[src/rtl/mips_control_fsm.sv]
// Multi-cycle control unit for the 32-bit MIPS datapath.
// Sequences each instruction through fetch/decode/exec/mem/writeback, drives the datapath
// strobes and mux selects, flags unsupported instructions and counts retired ones.
module mips_control_fsm #(
  parameter int unsigned CNT_W = 16
) (
  input  logic             clk,
  input  logic             rst,
  input  logic [5:0]       opcode,
  input  logic [5:0]       funct,
  input  logic             alu_zero,
  input  logic             mem_ready,
  output logic             ir_write,
  output logic             pc_write,
  output logic             pc_sel,
  output logic             alu_src,
  output logic             reg_dst,
  output logic             reg_write,
  output logic             mem_to_reg,
  output logic             mem_read,
  output logic             mem_write,
  output logic [2:0]       state,
  output logic             illegal,
  output logic [CNT_W-1:0] instr_count
);

  typedef enum logic [2:0] {
    StFetch  = 3'd0,
    StDecode = 3'd1,
    StExec   = 3'd2,
    StMem    = 3'd3,
    StWb     = 3'd4,
    StHalt   = 3'd7
  } state_e;

  localparam logic [5:0] OpRtype = 6'b000000;
  localparam logic [5:0] OpLw    = 6'b100011;
  localparam logic [5:0] OpSw    = 6'b101011;
  localparam logic [5:0] OpBeq   = 6'b000100;

  localparam logic [5:0] FnAdd = 6'b100000;
  localparam logic [5:0] FnSub = 6'b100010;
  localparam logic [5:0] FnAnd = 6'b100100;
  localparam logic [5:0] FnOr  = 6'b100101;

  state_e           state_q, state_d;
  logic [5:0]       opcode_q, funct_q;
  logic             illegal_q, illegal_d;
  logic [CNT_W-1:0] count_q;
  logic             retire;

  logic dec_legal;
  logic is_rtype, is_lw, is_sw, is_beq;

  function automatic logic rtype_fn_ok(input logic [5:0] fn);
    return (fn == FnAdd) || (fn == FnSub) || (fn == FnAnd) || (fn == FnOr);
  endfunction

  // Legality is judged on the live fields in DECODE; later states use the latched copies.
  assign dec_legal = ((opcode == OpRtype) && rtype_fn_ok(funct)) || (opcode == OpLw) ||
                     (opcode == OpSw) || (opcode == OpBeq);

  assign is_rtype = (opcode_q == OpRtype) && rtype_fn_ok(funct_q);
  assign is_lw    = (opcode_q == OpLw);
  assign is_sw    = (opcode_q == OpSw);
  assign is_beq   = (opcode_q == OpBeq);

  assign state       = state_q;
  assign illegal     = illegal_q;
  assign instr_count = count_q;

  // State register, latched instruction fields, sticky illegal flag and retire counter.
  always_ff @(posedge clk or posedge rst) begin
    if (rst) begin
      state_q   <= StFetch;
      opcode_q  <= 6'd0;
      funct_q   <= 6'd0;
      illegal_q <= 1'b0;
      count_q   <= '0;
    end else begin
      state_q   <= state_d;
      illegal_q <= illegal_d;
      if (state_q == StDecode) begin
        opcode_q <= opcode;
        funct_q  <= funct;
      end
      if (retire) begin
        count_q <= count_q + CNT_W'(1);
      end
    end
  end

  // Next-state logic; retire marks the edge that leaves an instruction's last state.
  always_comb begin
    state_d   = state_q;
    illegal_d = illegal_q;
    retire    = 1'b0;
    unique case (state_q)
      StFetch: state_d = StDecode;
      StDecode: begin
        if (dec_legal) begin
          state_d = StExec;
        end else begin
          state_d   = StHalt;
          illegal_d = 1'b1;
        end
      end
      StExec: begin
        if (is_beq) begin
          state_d = StFetch;
          retire  = 1'b1;
        end else if (is_lw || is_sw) begin
          state_d = StMem;
        end else begin
          state_d = StWb;
        end
      end
      StMem: begin
        if (mem_ready) begin
          if (is_sw) begin
            state_d = StFetch;
            retire  = 1'b1;
          end else begin
            state_d = StWb;
          end
        end
      end
      StWb: begin
        state_d = StFetch;
        retire  = 1'b1;
      end
      StHalt:  state_d = StHalt;
      default: state_d = StFetch;
    endcase
  end

  // Output decode of state and latched fields; everything held low while rst is asserted.
  always_comb begin
    ir_write   = 1'b0;
    pc_write   = 1'b0;
    pc_sel     = 1'b0;
    alu_src    = 1'b0;
    reg_dst    = 1'b0;
    reg_write  = 1'b0;
    mem_to_reg = 1'b0;
    mem_read   = 1'b0;
    mem_write  = 1'b0;
    if (!rst) begin
      unique case (state_q)
        StFetch: begin
          ir_write = 1'b1;
          pc_write = 1'b1;
        end
        StExec: begin
          if (is_beq) begin
            // Branch target is relative to the PC already bumped in FETCH.
            pc_sel   = 1'b1;
            pc_write = alu_zero;
          end else if (is_lw || is_sw) begin
            alu_src = 1'b1;
          end
        end
        StMem: begin
          if (is_lw) begin
            mem_read = 1'b1;
          end else if (is_sw) begin
            mem_write = 1'b1;
            alu_src   = 1'b1;
          end
        end
        StWb: begin
          if (is_rtype) begin
            reg_write = 1'b1;
            reg_dst   = 1'b1;
          end else if (is_lw) begin
            reg_write  = 1'b1;
            mem_to_reg = 1'b1;
          end
        end
        default: ;
      endcase
    end
  end

endmodule

[config.mk]
export PLATFORM = sky130hd
export DESIGN_NAME = mips_control_fsm
export DESIGN_NICKNAME = d
export VERILOG_FILES = /design/src/rtl/mips_control_fsm.sv
export SDC_FILE = /design/constraint.sdc
export NUM_CORES = 1
export LEC_CHECK = 0
export ABC_AREA = 0
export CAP_MARGIN = 20
export CORE_AREA = 3 3 66 68
export CTS_CLUSTER_SIZE = 20
export DETAILED_ROUTE_END_ITERATION = 16
export DIE_AREA = 0 0 69 71
export GPL_ROUTABILITY_DRIVEN = 0
export MAX_ROUTING_LAYER = met4
export PLACE_DENSITY = 0.75
export SETUP_SLACK_MARGIN = 0.4
export SLEW_MARGIN = 20
export SYNTH_ARGS = -nofsm -noshare
export SYNTH_HDL_FRONTEND = slang
export SYNTH_SLANG_ARGS = --single-unit
[constraint.sdc]
create_clock -name clk -period 6.8 [get_ports clk]
set_input_delay 1.36 -clock clk [delete_from_list [all_inputs] [get_ports clk]]
set_output_delay 1.36 -clock clk [all_outputs]
set_load 0.03 [all_outputs]
==> key figures, run 1 <==
Setup path
  • Startpoint types: input pin
  • Peak fanout along the critical path: 5
  • CP Class: in -> out
  • WP data arrival: 3.18 ns
  • Req. time, crit path: 5.44 ns
  • CP endpoint kind: output pin

Logic synthesis
  • Mapped Nets: 163
  • Cells after Synth: 146
  • Ys async rst share: 1.000
  • Syn avg cell area: 11.12 µm²
  • Sequential share of the synthesized area: 0.4934
  • Library cells used by synthesis: 39
  • Synth Flop Type: dfrtp_1
  • FF+latch count, synth: 32
  • Synthesized area: 1623 µm²
  • Post-synth EDFFs: 0
  • Syn. warnings: 0

Layout
  • Storage element area: 800.8 µm²
  • N_diodes: 0
  • Area of the multi-input gates: 792.0 µm²
  • Layout Nets: 211
  • Fill count: 351
  • Finished Core Util: 0.5633
  • Final non-filler cell area: 2205 µm²
  • Layout area overhead: 35.85%
  • Share of layout cells above drive strength 1: 0.1333
  • Fin cells: 245

STA
  • Worst slew margin: 0.3146
  • Slew @ Worst Pin: 1.024 ns
  • Max Transition Viols Final: 0
  • Final worst-path cycle share: 0.6675
  • Setup TNS: 0 ns
  • Final setup violation count: 0
  • Max Clock Skew: 0.002678 ns
  • FMAX: 0.2203 GHz
  • Post-layout min period: 4.539 ns
  • Unrepaired setup endpoints after global routing: false
  • Hold Violations, Final: 0

Routing
  • Vias: 1,319
  • Initial DRT Pass Iterations: 4
  • Final WL: 3.551 mm
  • Routed wire length per instance: 14.49 µm
  • Vias per std cell: 5.384
  • DRC viols: 0
  • Number of DRC markers in iteration 0: 96
  • Routed Antenna Nets: 0

Clocking
  • CTS tree: done
  • H-Tree Depth: 2
  • Hold-fix buffers, CTS: 0
  • Root Buffer Master: clkbuf_8
  • CTS Buf Count: 5
  • Post-CTS sizing: 0
  • Clock slew at reported path FFs: 0.06 ns
  • Bufs on Longest Clock Path: 2
  • Clk sinks: 32
  • Setup Buffers After CTS: 0
  • Worst skew pair latency: 0.28 ns

Job
  • Max cap viols: 0

Placed design
  • Port bufs: 44
  • Placed cells: 237
  • Detailed Place HPWL: 2.654 mm
  • Post-Place Cell Area: 2115 µm²

Pwr
  • Sw Ratio: 0.3806
  • Reg power frac: 0.414
  • Power Density: 360.9 nW/µm²
  • Clock share of power: 0.184
  • Internal: 0.0004929 W
  • Leak pwr: 0.8637 nW
  • Psw: 0.0003029 W
  • Worst-case vdd ir drop: 0.1653 mV
  • Combinational Power Share: 0.402

GRT
  • First-pass GRT wire length: 6.223 mm
  • Largest net degree at the start of global routing: 33
  • Vias in the first global route: 1,324
  • Overall Global Routing Usage: 0.1637
  • Antenna violations before repair: 0
  • GRT overflow: 0

Hold path
  • Hold/Removal Path Class: reg -> reg

Die
  • Core box area: 3914 µm²
  • Die ar.: 4899 µm²
  • Row count: 23
  • I/O pin cnt: 45
  • Die height: 71 µm
  • DIE WIDTH: 69 µm
  • Initial Util: 0.4146

Run status
  • Status: completed
## cell usage after synthesis, types with 3 or more instances
library cell	n	share of area
nand2_1	8	0.019
inv_1	3	0.0069
nand4_1	3	0.012
nor3_1	3	0.0092
and3_1	4	0.015
nand3_1	3	0.0092
and2_1	3	0.012
o21ai_0	7	0.022
a21oi_1	4	0.012
nor2_1	10	0.023
or3_1	3	0.012
xnor2_1	15	0.081
clkbuf_1	3	0.0069
dfrtp_1	32	0.49
nor4_1	3	0.012
o211ai_1	4	0.019
mux2_2	13	0.090
## final cells by class
type	instances	share of cell area
Sequential cell	32	0.3632
Multi-Input combinational cell	107	0.3593
Clock buffer	8	0.04086
Timing Repair Buffer	45	0.2032
Inverter	3	0.005108
Tap cell	50	0.02838
## final timing paths
check / startpoint / end / slack, ns / cells after the start
setup / recovery: rst / reg_write / 2.26 / 6
hold / removal: instr_count[15] / instr_count[15] / 0.47 / 1
setup reg to reg: state[2] / state[2] / 4.31 / 5
hold reg to reg: instr_count[15] / instr_count[15] / 0.47 / 1
max in group asynchronous: rst / instr_count[9] / 4.90 / 3
min in group asynchronous: rst / opcode_q[3] / 1.61 / 3
## cell usage in the layout, fill, tap and decap left out, types with 2 or more instances in the layout
cell / netlist / routed
clkdlybuf4s50_1: 0 / 44
or3_1: 3 / 3
nand4_1: 3 / 3
nand3_1: 3 / 3
nor3_1: 3 / 3
a21o_1: 2 / 2
nand2_1: 8 / 8
a211oi_4: 2 / 2
o21ai_0: 7 / 7
o211ai_1: 4 / 4
and3_1: 4 / 4
a21oi_1: 4 / 4
inv_1: 3 / 3
and2_1: 3 / 3
xnor2_1: 15 / 15
dfrtp_1: 32 / 32
clkbuf_8: 0 / 6
nor4_1: 3 / 3
clkbuf_1: 3 / 2
o2111ai_1: 2 / 2
mux2_2: 13 / 13
nor2_1: 10 / 10
## sequential cells by signal (all words and copies together), names as in the netlist
signal       cells
funct_q          6
illegal          1
instr_count     16
opcode_q         6
state            3
## critical path: stages
cell,delay (ns)
clkdlybuf4s50_1,0.47
inv_1,0.10
nand3_1,0.09
nor4_1,0.33
or2_2,0.17
clkdlybuf4s50_1,0.66
## kinds of logic after synthesis
kind of cell / synth area share
and+or+nand+nor: 0.1665
DFF: 0.4934
AOI/OAI and AO/OA: 0.1365
xor gates and xnor gates: 0.08096
muxes: 0.09638
buffers and inverters: 0.01850
adders and majority gates: 0.007709
## power by group through the flow
stage | Clock (W) | Sequential [W] | Combinational [W]
2_1_floorplan | 0 | 0.000349 | 0.000193
3_3_place_gp | 0 | 0.000327 | 0.000314
3_5_place_dp | 0 | 0.000331 | 0.000322
4_1_cts | 0.000153 | 0.000328 | 0.000324
5_1_grt | 0.000162 | 0.000341 | 0.000347
6_report | 0.000146 | 0.000329 | 0.000320
## routing by layer
metal	vias up	track usage	wire, µm
met3	2	0.05398	191
met1	645	0.2072	1610
met5	-	-	0
met4	0	0.05857	12
li1	629	-	-
met2	43	0.2458	1737
## stage by stage
| step | hold WS (ns) | total power (W) | setup slack, ns |
|---|---|---|---|
| floorplan | 0.4722 | 0.0005424 | 1.767 |
| global placement | 0.4486 | 0.0006415 | 2.288 |
| detailed placement | 0.4562 | 0.0006528 | 2.276 |
| CTS | 0.4754 | 0.0008058 | 2.254 |
| global route | 0.4949 | 0.0008503 | 2.129 |
| finish | 0.4695 | 0.0007957 | 2.261 |
Note: power is estimated with default switching activity, not from simulation.
==> run 2, diff against run 1 <==
==> constraint.sdc (replaced) <==
create_clock -name clk -period 4.2 [get_ports clk]
set_input_delay 0.84 -clock clk [delete_from_list [all_inputs] [get_ports clk]]
set_output_delay 0.84 -clock clk [all_outputs]
set_load 0.03 [all_outputs]
==> key figures, run 2 (synthesis gave the netlist of run 1 again) <==
STA
  • FMAX: 0.2958 GHz
  • Final worst-path cycle share: 0.8049
  • Worst slew margin: 0.5782 (+0.2636)
  • Slew @ Worst Pin: 0.6248 ns (-0.3996 ns)
  • Setup TNS: 0 ns (unchanged)
  • Unrepaired setup endpoints after global routing: false
  • Final setup violation count: 0 (unchanged)
  • Post-layout min period: 3.381 ns
  • Max Transition Viols Final: 0 (unchanged)
  • Max Clock Skew: 0.005449 ns (+0.002771 ns)
  • Hold slack: 0.4691 ns (-0.0003830 ns)
  • Hold Violations, Final: 0 (unchanged)

Die
  • I/O pin cnt: 45 (unchanged)
  • Row count: 23 (unchanged)
  • Die height: 71 µm (unchanged)
  • DIE WIDTH: 69 µm (unchanged)
  • Core box area: 3914 µm² (unchanged)
  • Die ar.: 4899 µm² (unchanged)
  • Initial Util: 0.4146 (unchanged)

Routing
  • Highest metal used: met4
  • Initial DRT Pass Iterations: 4 (unchanged)
  • Metal2 WL: 1.871 mm (+7.7%)
  • Met3 wire length: 239 µm (+25%)
  • Routed wire length per instance: 14.56 µm (+0.43%)
  • Number of DRC markers in iteration 0: 126 (+31%)
  • Vias: 1,344 (+1.9%)
  • M1 WL: 1.432 mm (-11%)
  • DRC viols: 0 (unchanged)
  • Final WL: 3.581 mm (+0.84%)
  • Vias per std cell: 5.463 (+1.5%)
  • Routed Antenna Nets: 0 (unchanged)

GRT
  • Vias in the first global route: 1,428 (+7.9%)
  • Antenna violations before repair: 0 (unchanged)
  • GRT overflow: 0 (unchanged)
  • Largest net degree at the start of global routing: 33 (unchanged)
  • Overall Global Routing Usage: 0.1679 (+0.004199)
  • First-pass GRT wire length: 6.437 mm (+3.4%)

Clocking
  • Setup Buffers After CTS: 0 (unchanged)
  • Worst skew pair latency: 0.29 ns (about the same)
  • Post-CTS sizing: 0 (unchanged)
  • Bufs on Longest Clock Path: 2 (unchanged)
  • CTS Buf Count: 5 (unchanged)
  • Clock slew at reported path FFs: 0.07 ns (about the same)
  • Clk sinks: 32 (unchanged)
  • CTS tree: done
  • H-Tree Depth: 2 (unchanged)
  • Hold-fix buffers, CTS: 0 (unchanged)
  • Root Buffer Master: clkbuf_8

Hold path
  • Hold_sp: instr_count[15]
  • WHS Path Cells: 1 (unchanged)
  • Hold/Removal Path Class: reg -> reg
  • Hold Path Sink: instr_count[15]

Setup path
  • Req. time, crit path: 3.36 ns (-2.08 ns)
  • Startpoint types: register
  • Reg2Reg Setup Slack: 1.88 ns (-2.43 ns)
  • R2R depth: 5 (unchanged)
  • CP endpoint kind: output pin
  • Peak fanout along the critical path: 4 (-1)
  • R2R Path End: instr_count[15]
  • R2R Path Start: opcode_q[5]
  • WP data arrival: 2.54 ns (-0.64 ns)
  • CP Class: reg -> out

Job
  • Max cap viols: 0 (unchanged)

Pwr
  • Power Density: 604.5 nW/µm² (+67%)
  • Total chip power: 0.001349 W (+69%)
  • Worst-case vdd ir drop: 0.3240 mV (+96%)
  • Leak pwr: 0.8828 nW (+2.2%)

Layout
  • Layout area overhead: 37.47%
  • Share of layout cells above drive strength 1: 0.1582 (+0.02483)
  • N_diodes: 0 (unchanged)
  • Layout Nets: 212 (+0.47%)
  • Most frequent cells in the layout: clkdlybuf4s50_1, dfrtp_1, xnor2_1
  • Most common cell after layout, fill and taps aside: clkdlybuf4s50_1
  • Max FFs per register: 16 (unchanged)
  • Fill count: 352 (+0.28%)
  • Storage element area: 800.8 µm² (unchanged)
  • Area of the multi-input gates: 798.3 µm² (+0.79%)

Run status
  • Status: completed

Placed design
  • Detailed Place HPWL: 2.703 mm (+1.9%)
  • Port bufs: 44 (unchanged)
==> run 2: worst max path at each step <==
| stage | startpoint | endpoint | cells after the start |
|---|---|---|---|
| floorplan | rst | reg_write | 4 |
| global placement | rst | alu_src | 3 |
| detailed placement | rst | mem_read | 4 |
| CTS | opcode_q[5] | pc_write | 5 |
| global route | opcode_q[5] | pc_write | 5 |
| finish | opcode_q[5] | pc_write | 5 |
==> run 2: layout make-up <==
cell class | instances | share of cell area
flip-flops and latches | 32 | 0.3589
multi-input cells | 107 | 0.3578
repair buffers | 46 | 0.2019
clock buffers | 6 | 0.03253
well taps | 50 | 0.02804
clock inverters | 2 | 0.01570
inverters | 3 | 0.005048
==> run 2: power breakdown <==
| group | leakage [nW] | switching (W) | total (W) | internal (W) |
|---|---|---|---|---|
| logic | 0.433 | 0.000269 | 0.000528 | 0.000260 |
| registers | 0.395 | 0.000120 | 0.000531 | 0.000411 |
| clock network | 0.0552 | 0.000113 | 0.000289 | 0.000176 |
| total | 0.883 | 0.000502 | 0.00135 | 0.000847 |
==> run 2: metrics by stage <==
step | cells | setup WS, ns | util | area, µm²
after floorplan | 146 | 0.5650 | - | 1629
final | 246 | 0.8194 | 0.5700 | 2231
after detailed placement | 238 | 0.8257 | 0.5425 | 2123
after global placement | 238 | 0.8592 | 0.5425 | 2123
after global routing | 246 | 0.6725 | 0.5700 | 2231
after CTS | 246 | 0.8073 | 0.5700 | 2231
==> run 2: routing by layer <==
metal,up-vias,global-route usage
met3,4,0.06108
li1,639,-
met4,0,0.04121
met2,53,0.2744
met5,-,-
met1,648,0.1977
==> run 2: critical path: stages, from the launching register on <==
cell and delay [ns]:
dfrtp_1 0.41, or4_4 0.57, nor3b_1 0.28, and3_1 0.23, a21o_1 0.11, clkdlybuf4s50_1 0.66
==> run 3, diff against run 2 <==
--- a/config.mk
+++ b/config.mk
@@ -13,7 +13,7 @@
 export DIE_AREA = 0 0 69 71
 export GPL_ROUTABILITY_DRIVEN = 0
 export MAX_ROUTING_LAYER = met4
-export PLACE_DENSITY = 0.75
+export PLACE_DENSITY = 0.78
 export SETUP_SLACK_MARGIN = 0.4
 export SLEW_MARGIN = 20
 export SYNTH_ARGS = -nofsm -noshare
==> constraint.sdc (replaced) <==
create_clock -name clk -period 2.8 [get_ports clk]
set_input_delay 0.56 -clock clk [delete_from_list [all_inputs] [get_ports clk]]
set_output_delay 0.56 -clock clk [all_outputs]
set_load 0.03 [all_outputs]
==> key figures, run 3 (synthesis gave the netlist of run 1 again) <==
STA
  • FMAX: 0.3878 GHz
  • Unrepaired setup endpoints after global routing: true
  • Max Clock Skew: 0.001632 ns (-0.003817 ns)
  • Worst slew margin: 0.4499 (-0.1284)
  • Final setup violation count: 0 (unchanged)
  • Final worst-path cycle share: 0.9210
  • Setup TNS: 0 ns (unchanged)
  • Hold Violations, Final: 0 (unchanged)
  • Hold slack: 0.4738 ns (+0.004701 ns)
  • Post-layout min period: 2.579 ns
  • Slew @ Worst Pin: 0.8222 ns (+0.1974 ns)
  • Max Transition Viols Final: 0 (unchanged)

Clocking
  • Clk sinks: 32 (unchanged)
  • CTS tree: done
  • H-Tree Depth: 2 (unchanged)
  • Hold-fix buffers, CTS: 0 (unchanged)
  • Clock slew at reported path FFs: 0.06 ns (about the same)
  • Root Buffer Master: clkbuf_8
  • Bufs on Longest Clock Path: 2 (unchanged)
  • CTS Buf Count: 5 (unchanged)
  • Worst skew pair latency: 0.28 ns (about the same)

Routing
  • Initial DRT Pass Iterations: 4 (unchanged)
  • Routed Antenna Nets: 0 (unchanged)
  • DRC viols: 0 (unchanged)
  • Routed wire length per instance: 15.91 µm (+9.3%)
  • Final WL: 4.265 mm (+19%)
  • Number of DRC markers in iteration 0: 57 (-55%)
  • Vias per std cell: 5.384 (-1.4%)
  • Vias: 1,443 (+7.4%)

Die
  • Die ar.: 4899 µm² (unchanged)
  • DIE WIDTH: 69 µm (unchanged)
  • Core box area: 3914 µm² (unchanged)
  • I/O pin cnt: 45 (unchanged)
  • Row count: 23 (unchanged)
  • Initial Util: 0.4146 (unchanged)
  • Die height: 71 µm (unchanged)

GRT
  • Antenna violations before repair: 0 (unchanged)
  • Overall Global Routing Usage: 0.1816 (+0.01379)
  • Vias in the first global route: 1,417 (-0.77%)
  • GRT overflow: 0 (unchanged)
  • Largest net degree at the start of global routing: 33 (unchanged)
  • First-pass GRT wire length: 6.844 mm (+6.3%)

Setup path
  • Startpoint types: register
  • CP endpoint kind: output pin
  • Peak fanout along the critical path: 3 (-1)
  • CP Class: reg -> out
  • Req. time, crit path: 2.24 ns (-1.12 ns)
  • WP data arrival: 2.02 ns (-0.52 ns)

Placed design
  • Detailed Place HPWL: 2.930 mm (+8.4%)
  • Port bufs: 44 (unchanged)

Run status
  • Status: completed

Job
  • Max cap viols: 0 (unchanged)

Pwr
  • Power Density: 857.3 nW/µm² (+42%)
  • Leak pwr: 1.023 nW (+16%)
  • Worst-case vdd ir drop: 0.5049 mV (+56%)

Layout
  • Most frequent cells in the layout: clkdlybuf4s50_1, dfrtp_1, buf_4
  • Most common cell after layout, fill and taps aside: clkdlybuf4s50_1
  • Max FFs per register: 16 (unchanged)
  • Fill count: 311 (-12%)
  • Share of layout cells above drive strength 1: 0.3716 (+0.2134)
  • N_diodes: 0 (unchanged)
  • Layout Nets: 235 (+11%)
  • Layout area overhead: 57.75%

Hold path
  • Hold/Removal Path Class: reg -> reg
run 3: cell count changes in the layout (fill, tap and decap cells not counted), moves of 2 or more:
cell and delta:
and2_4 +2, and2_1 -2, o2111ai_1 -2, clkdlybuf4s50_1 -7, nor4_1 -2, o21ai_0 -5
nor2_1 -2, nor4_4 +2, o2111ai_2 +2, o21ai_2 +4, buf_6 +13, buf_4 +16
run 3: metal layers:
metal / track usage / vias to the layer above / wire length [µm]
met3: 0.05540 / 4 / 248
met4: 0.05206 / 0 / 46
met2: 0.2987 / 48 / 2278
met1: 0.2161 / 710 / 1692
li1: - / 681 / -
met5: - / - / 0
run 3: repair_timing:
item / 4_1_cts / 5_1_grt
buffers inserted: 4 / 10
gates resized for setup: 21 / 44
setup endpoints to repair: 9 / 23
pin swaps: 3 / 25
endpoints found under the hold margin: 0 / 0
run 3: layout make-up:
class | instances | area (µm²) | area share
Clock buffer | 6 | 72.57 | 0.02835
Clock inverter | 1 | 5.005 | 0.001955
Inverter | 3 | 15.01 | 0.005865
Multi-Input combinational cell | 107 | 952.2 | 0.3719
Sequential cell | 32 | 800.8 | 0.3128
Tap cell | 50 | 62.56 | 0.02444
Timing Repair Buffer | 69 | 651.9 | 0.2546
run 3: path summary, 6_finish.rpt:
kind                            startpoint               to  slack (ns)  depth (start not counted)
setup / recovery               opcode_q[2]         mem_read        0.22                          7
max in group asynchronous              rst         state[2]        1.72                          3
hold reg to reg            instr_count[15]  instr_count[15]        0.47                          1
hold / removal             instr_count[15]  instr_count[15]        0.47                          1
setup reg to reg               opcode_q[4]   instr_count[8]        0.26                          7
min in group asynchronous              rst   instr_count[4]        0.79                          3
run 3: through the flow:
| stage | cells | utilization | total power [W] | instance area, µm² | setup WS, ns |
|---|---|---|---|---|---|
| 2_1_floorplan | 146 | - | 0.001342 | 1658 | 0.1287 |
| 3_3_place_gp | 247 | 0.5652 | 0.001639 | 2212 | -0.08801 |
| 3_5_place_dp | 247 | 0.5652 | 0.001691 | 2212 | -0.08986 |
| 4_1_cts | 258 | 0.6036 | 0.002087 | 2362 | 0.2005 |
| 5_1_grt | 268 | 0.6541 | 0.002323 | 2560 | 0.09881 |
| 6_report | 268 | 0.6541 | 0.002195 | 2560 | 0.2212 |
run 3: critical path, stage by stage, from the launching register on:
cell and delay (ns):
dfrtp_1 0.40, buf_6 0.14, nor4bb_4 0.30, nand2_1 0.16, buf_6 0.16, nor4_4 0.26, and2_4 0.19, buf_6 0.12
run 3: power breakdown:
part	internal [W]	total [W]	switching [W]
logic	0.000537	0.00111	0.000571
registers	0.000617	0.000757	0.000140
clock network	0.000169	0.000330	0.000161
==> edit 1: new RTL, flow settings as in run 1 <==
Change the parameter `CNT_W` from 16 to 20.
--- a/src/rtl/mips_control_fsm.sv
+++ b/src/rtl/mips_control_fsm.sv
@@ -3,5 +3,5 @@
 // strobes and mux selects, flags unsupported instructions and counts retired ones.
 module mips_control_fsm #(
-  parameter int unsigned CNT_W = 16
+  parameter int unsigned CNT_W = 20
 ) (
   input  logic             clk,
Interface: changed (resized instr_count); port bits go from 45 to 49. The function was not compared with the original's and may differ.
==> edit 1 against run 1 <==
- design area increased by 12%
- worst setup slack worse by 5.6 ps
- non-clock buffer count is 4 higher
- area after synthesis increased by 14%
- combinational power fell by 2%
- routed wire length is 23% higher
- first-iteration DRC count decreased by 9.4%
- sequential cell count increased by 4
- total power up 3.4%
- critical path type unchanged
- highest routed layer unchanged
==> edit 1: results <==
{
  "htree_levels": 2,
  "grt_pass1_vias": 1574,
  "drt_iter0_drc": 87,
  "largest_reg_flops": 20,
  "grt_pass1_wl_um": 7493,
  "hold_path_class": "flip-flop to flip-flop",
  "yosys_warnings": 0,
  "nets": 234,
  "ctsResizeCount": 0,
  "grtUsageTotal_pct": 19.88,
  "wl_per_cell_um": 16.28,
  "synth.area.top_cells": "dfrtp_1, xnor2_1, mux2_2",
  "cts-root-buf": "clkbuf_8",
  "clock_skew_ps": 7.522,
  "synthCells": 167,
  "yosysSeqAreaShare_pct": 48.58,
  "dp.cells": 260,
  "ys_types": 42,
  "clk_latency_ps": 290,
  "p_leak_nw": 0.9824,
  "grt_max_degree": 37,
  "post_cts_buffers": 0,
  "status": "finished clean",
  "clockBufferDepth": 2,
  "synth_commonest_cells": "dfrtp_1, xnor2_1, mux2_2, o21ai_0, and3_1",
  "syn_nets": 184,
  "drive_above_1_share_pct": 13.30,
  "wirelength_um": 4362,
  "n_antenna_cell": 0,
  "vdd_drop_max_uv": 235.6,
  "tightest_slew_ps": 977.0,
  "worst-path-max-fanout": 6,
  "place_hpwl_um": 3149,
  "async_flop_share_pct": 100.0,
  "io_buffer_count": 48,
  "num_vias": 1518
}
-- edit 1: cell types whose count changed in the layout (fill, tap and decap cells not counted), sizes merged, moves of 3 or more --
cell / change
and2: +3
o21ai: +5
clkdlybuf4s50: +4
dfrtp: +4
nor2: -5
o211ai: +3
and3: +6
xnor2: +4
and4: +3
-- edit 1: worst paths after layout --
| check | from | to | slack (ps) | depth (start not counted) |
|---|---|---|---|---|
| min in group asynchronous | rst | opcode_q[3] | 1650 | 3 |
| max reg2reg | state[0] | state[2] | 4500 | 5 |
| max in group asynchronous | rst | funct_q[1] | 4830 | 3 |
| min | illegal | illegal | 490 | 1 |
| min reg2reg | illegal | illegal | 490 | 1 |
| max | rst | reg_write | 2260 | 7 |
-- edit 1: per-stage QoR --
| step | util, % | cell area [um2] | hold WS (ps) | power (mW) |
|---|---|---|---|---|
| 6_report | 63.14 | 2471 | 485.3 | 0.8229 |
| 5_1_grt | 63.14 | 2471 | 518.7 | 0.8773 |
| 3_3_place_gp | 60.65 | 2374 | 453.5 | 0.6530 |
| 2_1_floorplan | - | 1854 | 480.0 | 0.5624 |
| 4_1_cts | 63.14 | 2471 | 483.7 | 0.8314 |
| 3_5_place_dp | 60.77 | 2379 | 462.1 | 0.6705 |
-- edit 1: power by group --
part / total [mW] / internal, mW / leakage [nW] / switching (mW)
Combinational: 0.313 / 0.152 / 0.473 / 0.161
Clock: 0.157 / 0.0808 / 0.0510 / 0.0763
Sequential: 0.352 / 0.274 / 0.458 / 0.0783
-- edit 1: layout make-up --
cell class / instances / area [um2]
Multi-Input combinational cell: 121 / 912.1
Tap cell: 50 / 62.56
Clock inverter: 2 / 10.01
Timing Repair Buffer: 49 / 488.0
Inverter: 4 / 15.01
Sequential cell: 36 / 900.9
Fill cell: 330 / 1443
Clock buffer: 6 / 82.58
-- edit 1: kinds of logic after synthesis --
group                    share of synthesized area [%]
AO/OA/AOI/OAI                                    13.16
XOR/XNOR                                         8.974
adder cells (fa/ha/maj)                         0.6747
buffers and inverters                            2.496
flip-flops                                       48.58
multiplexers                                     8.367
AND/OR/NAND/NOR                                  17.75
-- edit 1: routing by layer --
layer	global-route usage, %	vias up	wire, um
met5	-	-	0
met4	7.158	0	37
met3	6.108	5	241
met2	32.52	52	2157
met1	23.18	746	1926
li1	-	715	-
-- edit 1: worst max-delay path, stage by stage --
cell and delay (ps):
clkdlybuf4s50_1 500, inv_1 110, nand2_1 50, nor4_1 170, and4_1 240, or2_2 100
clkdlybuf4s50_1 660
==> edit 2: new RTL, settings of run 1 <==
Made on the original files. Reset style: synchronous (`rst`), changed in one clocked block.
--- a/src/rtl/mips_control_fsm.sv
+++ b/src/rtl/mips_control_fsm.sv
@@ -71,5 +71,5 @@
 
   // State register, latched instruction fields, sticky illegal flag and retire counter.
-  always_ff @(posedge clk or posedge rst) begin
+  always_ff @(posedge clk) begin
     if (rst) begin
       state_q   <= StFetch;
Check against the original RTL: differs if rst is asserted again (counterexample within 4 cycles, from zero or initial values and one cycle with rst high); with rst held inactive, the same outputs for 10 cycles.
==> edit 2 against run 1 <==
- utilization decreased by 0.80 points
- sequential cell count unchanged
- non-clock buffer count stayed put
- area after synthesis increased by 0.46%
- critical endpoint unchanged
- worst setup slack lost 300 ps
- design area fell by 1.4%
- total power decreased by 22%
- die area unchanged
- via count rose by 21%
- largest cell class is now multi-input combinational cells
- routed wire length grew 7.9%
==> edit 2: results <==
{
  "setup_ws_ps": 1963,
  "async_flop_share_pct": 0,
  "reg2reg_from": "state[0]",
  "routedLengthMet1_um": 1815,
  "r2r_end": "state[2]",
  "grt_max_degree": 38,
  "placed_cell_area_um2": 2076,
  "vias_per_cell": 5.394,
  "drt_iter0_drc": 97,
  "wl_met2_um": 1803,
  "multi_input_area_um2": 907.1,
  "dp_slack_ps": 1940,
  "ys_types": 43,
  "final_cells": 297,
  "hold-path-cell-count": 2,
  "syn_nets": 221,
  "p_leak_nw": 0.7153,
  "status": "finished clean",
  "tightest_slew_ps": 653.1,
  "met3_length_um": 135,
  "hp-start": "funct_q[4]",
  "holdWs_ps": 458.0,
  "sequentialPowerShare_pct": 42.1,
  "p_clk_share_pct": 23.9,
  "n_all_inverters": 6,
  "r2r_slack_ps": 4920,
  "multi_input_cells": 156,
  "grt_pass1_wl_um": 6548,
  "largestClassByArea": "multi-input combinational cells",
  "seqCellArea_um2": 640.6,
  "synth_commonest_cells": "dfxtp_1, a21oi_1, nand2_1",
  "final_core_util_pct": 55.53,
  "drive_above_1_share_pct": 9.312,
  "place_hpwl_um": 2805,
  "met3_usage_pct": 4.119,
  "clk_pin_slew_ps": 60,
  "vdd_drop_max_uv": 137.5,
  "holdPathEnd": "funct_q[4]",
  "arrival_ps": 3480,
  "grt_use_met1_pct": 20.12,
  "grt_pass1_vias": 1469,
  "clock_skew_ps": 6.505,
  "syn_to_final_growth_pct": 33.31,
  "clk_share_pct": 4.260,
  "worst-path-max-fanout": 37,
  "synth.area.top_cells": "dfxtp_1, a21oi_1, nand2_1",
  "p_sw_mw": 0.2351,
  "nFillCells": 407,
  "p_seq_mw": 0.261,
  "wl_per_cell_um": 12.90,
  "nets": 263,
  "avgSynthCellArea_um2": 7.992,
  "yosysSeqAreaShare_pct": 39.29,
  "dp.cells": 289,
  "area_share_nonclk_buffers_pct": 20.61,
  "nClkBuffers": 6,
  "synth-main-ff-cell": "dfxtp_1",
  "grtUsageTotal_pct": 17.00,
  "grtUsageMet2_pct": 26.91
}
[edit 2: cell count changes in the layout (fill, tap and decap cells not counted), sizes merged, moves of 4 or more]
cell | before | now
nor3 | 3 | 7
dfxtp | 0 | 32
nand2 | 8 | 31
mux2 | 13 | 1
or3 | 3 | 10
dfrtp | 32 | 0
xnor2 | 15 | 1
nand3 | 3 | 7
a21oi | 4 | 32
o211ai | 4 | 0
[edit 2: cells by family (layout without fill, tap and decap cells)]
| logic type | Yosys count | count (layout) | synth area share, % |
|---|---|---|---|
| flops | 32 | 32 | 39.29 |
| mux | 5 | 5 | 3.147 |
| simple gates | 94 | 94 | 30.78 |
| compound gates | 54 | 54 | 19.57 |
| fa+ha+maj | 1 | 1 | 0.7673 |
| buf+inv | 16 | 59 | 5.372 |
| xor+xnor | 2 | 2 | 1.075 |
[edit 2: critical path, cell delays in order]
cell	delay (ps)
clkdlybuf4s50_1	390
buf_4	240
nor4b_1	340
nand3_1	110
nor3_1	210
or2_2	150
clkdlybuf4s50_1	660
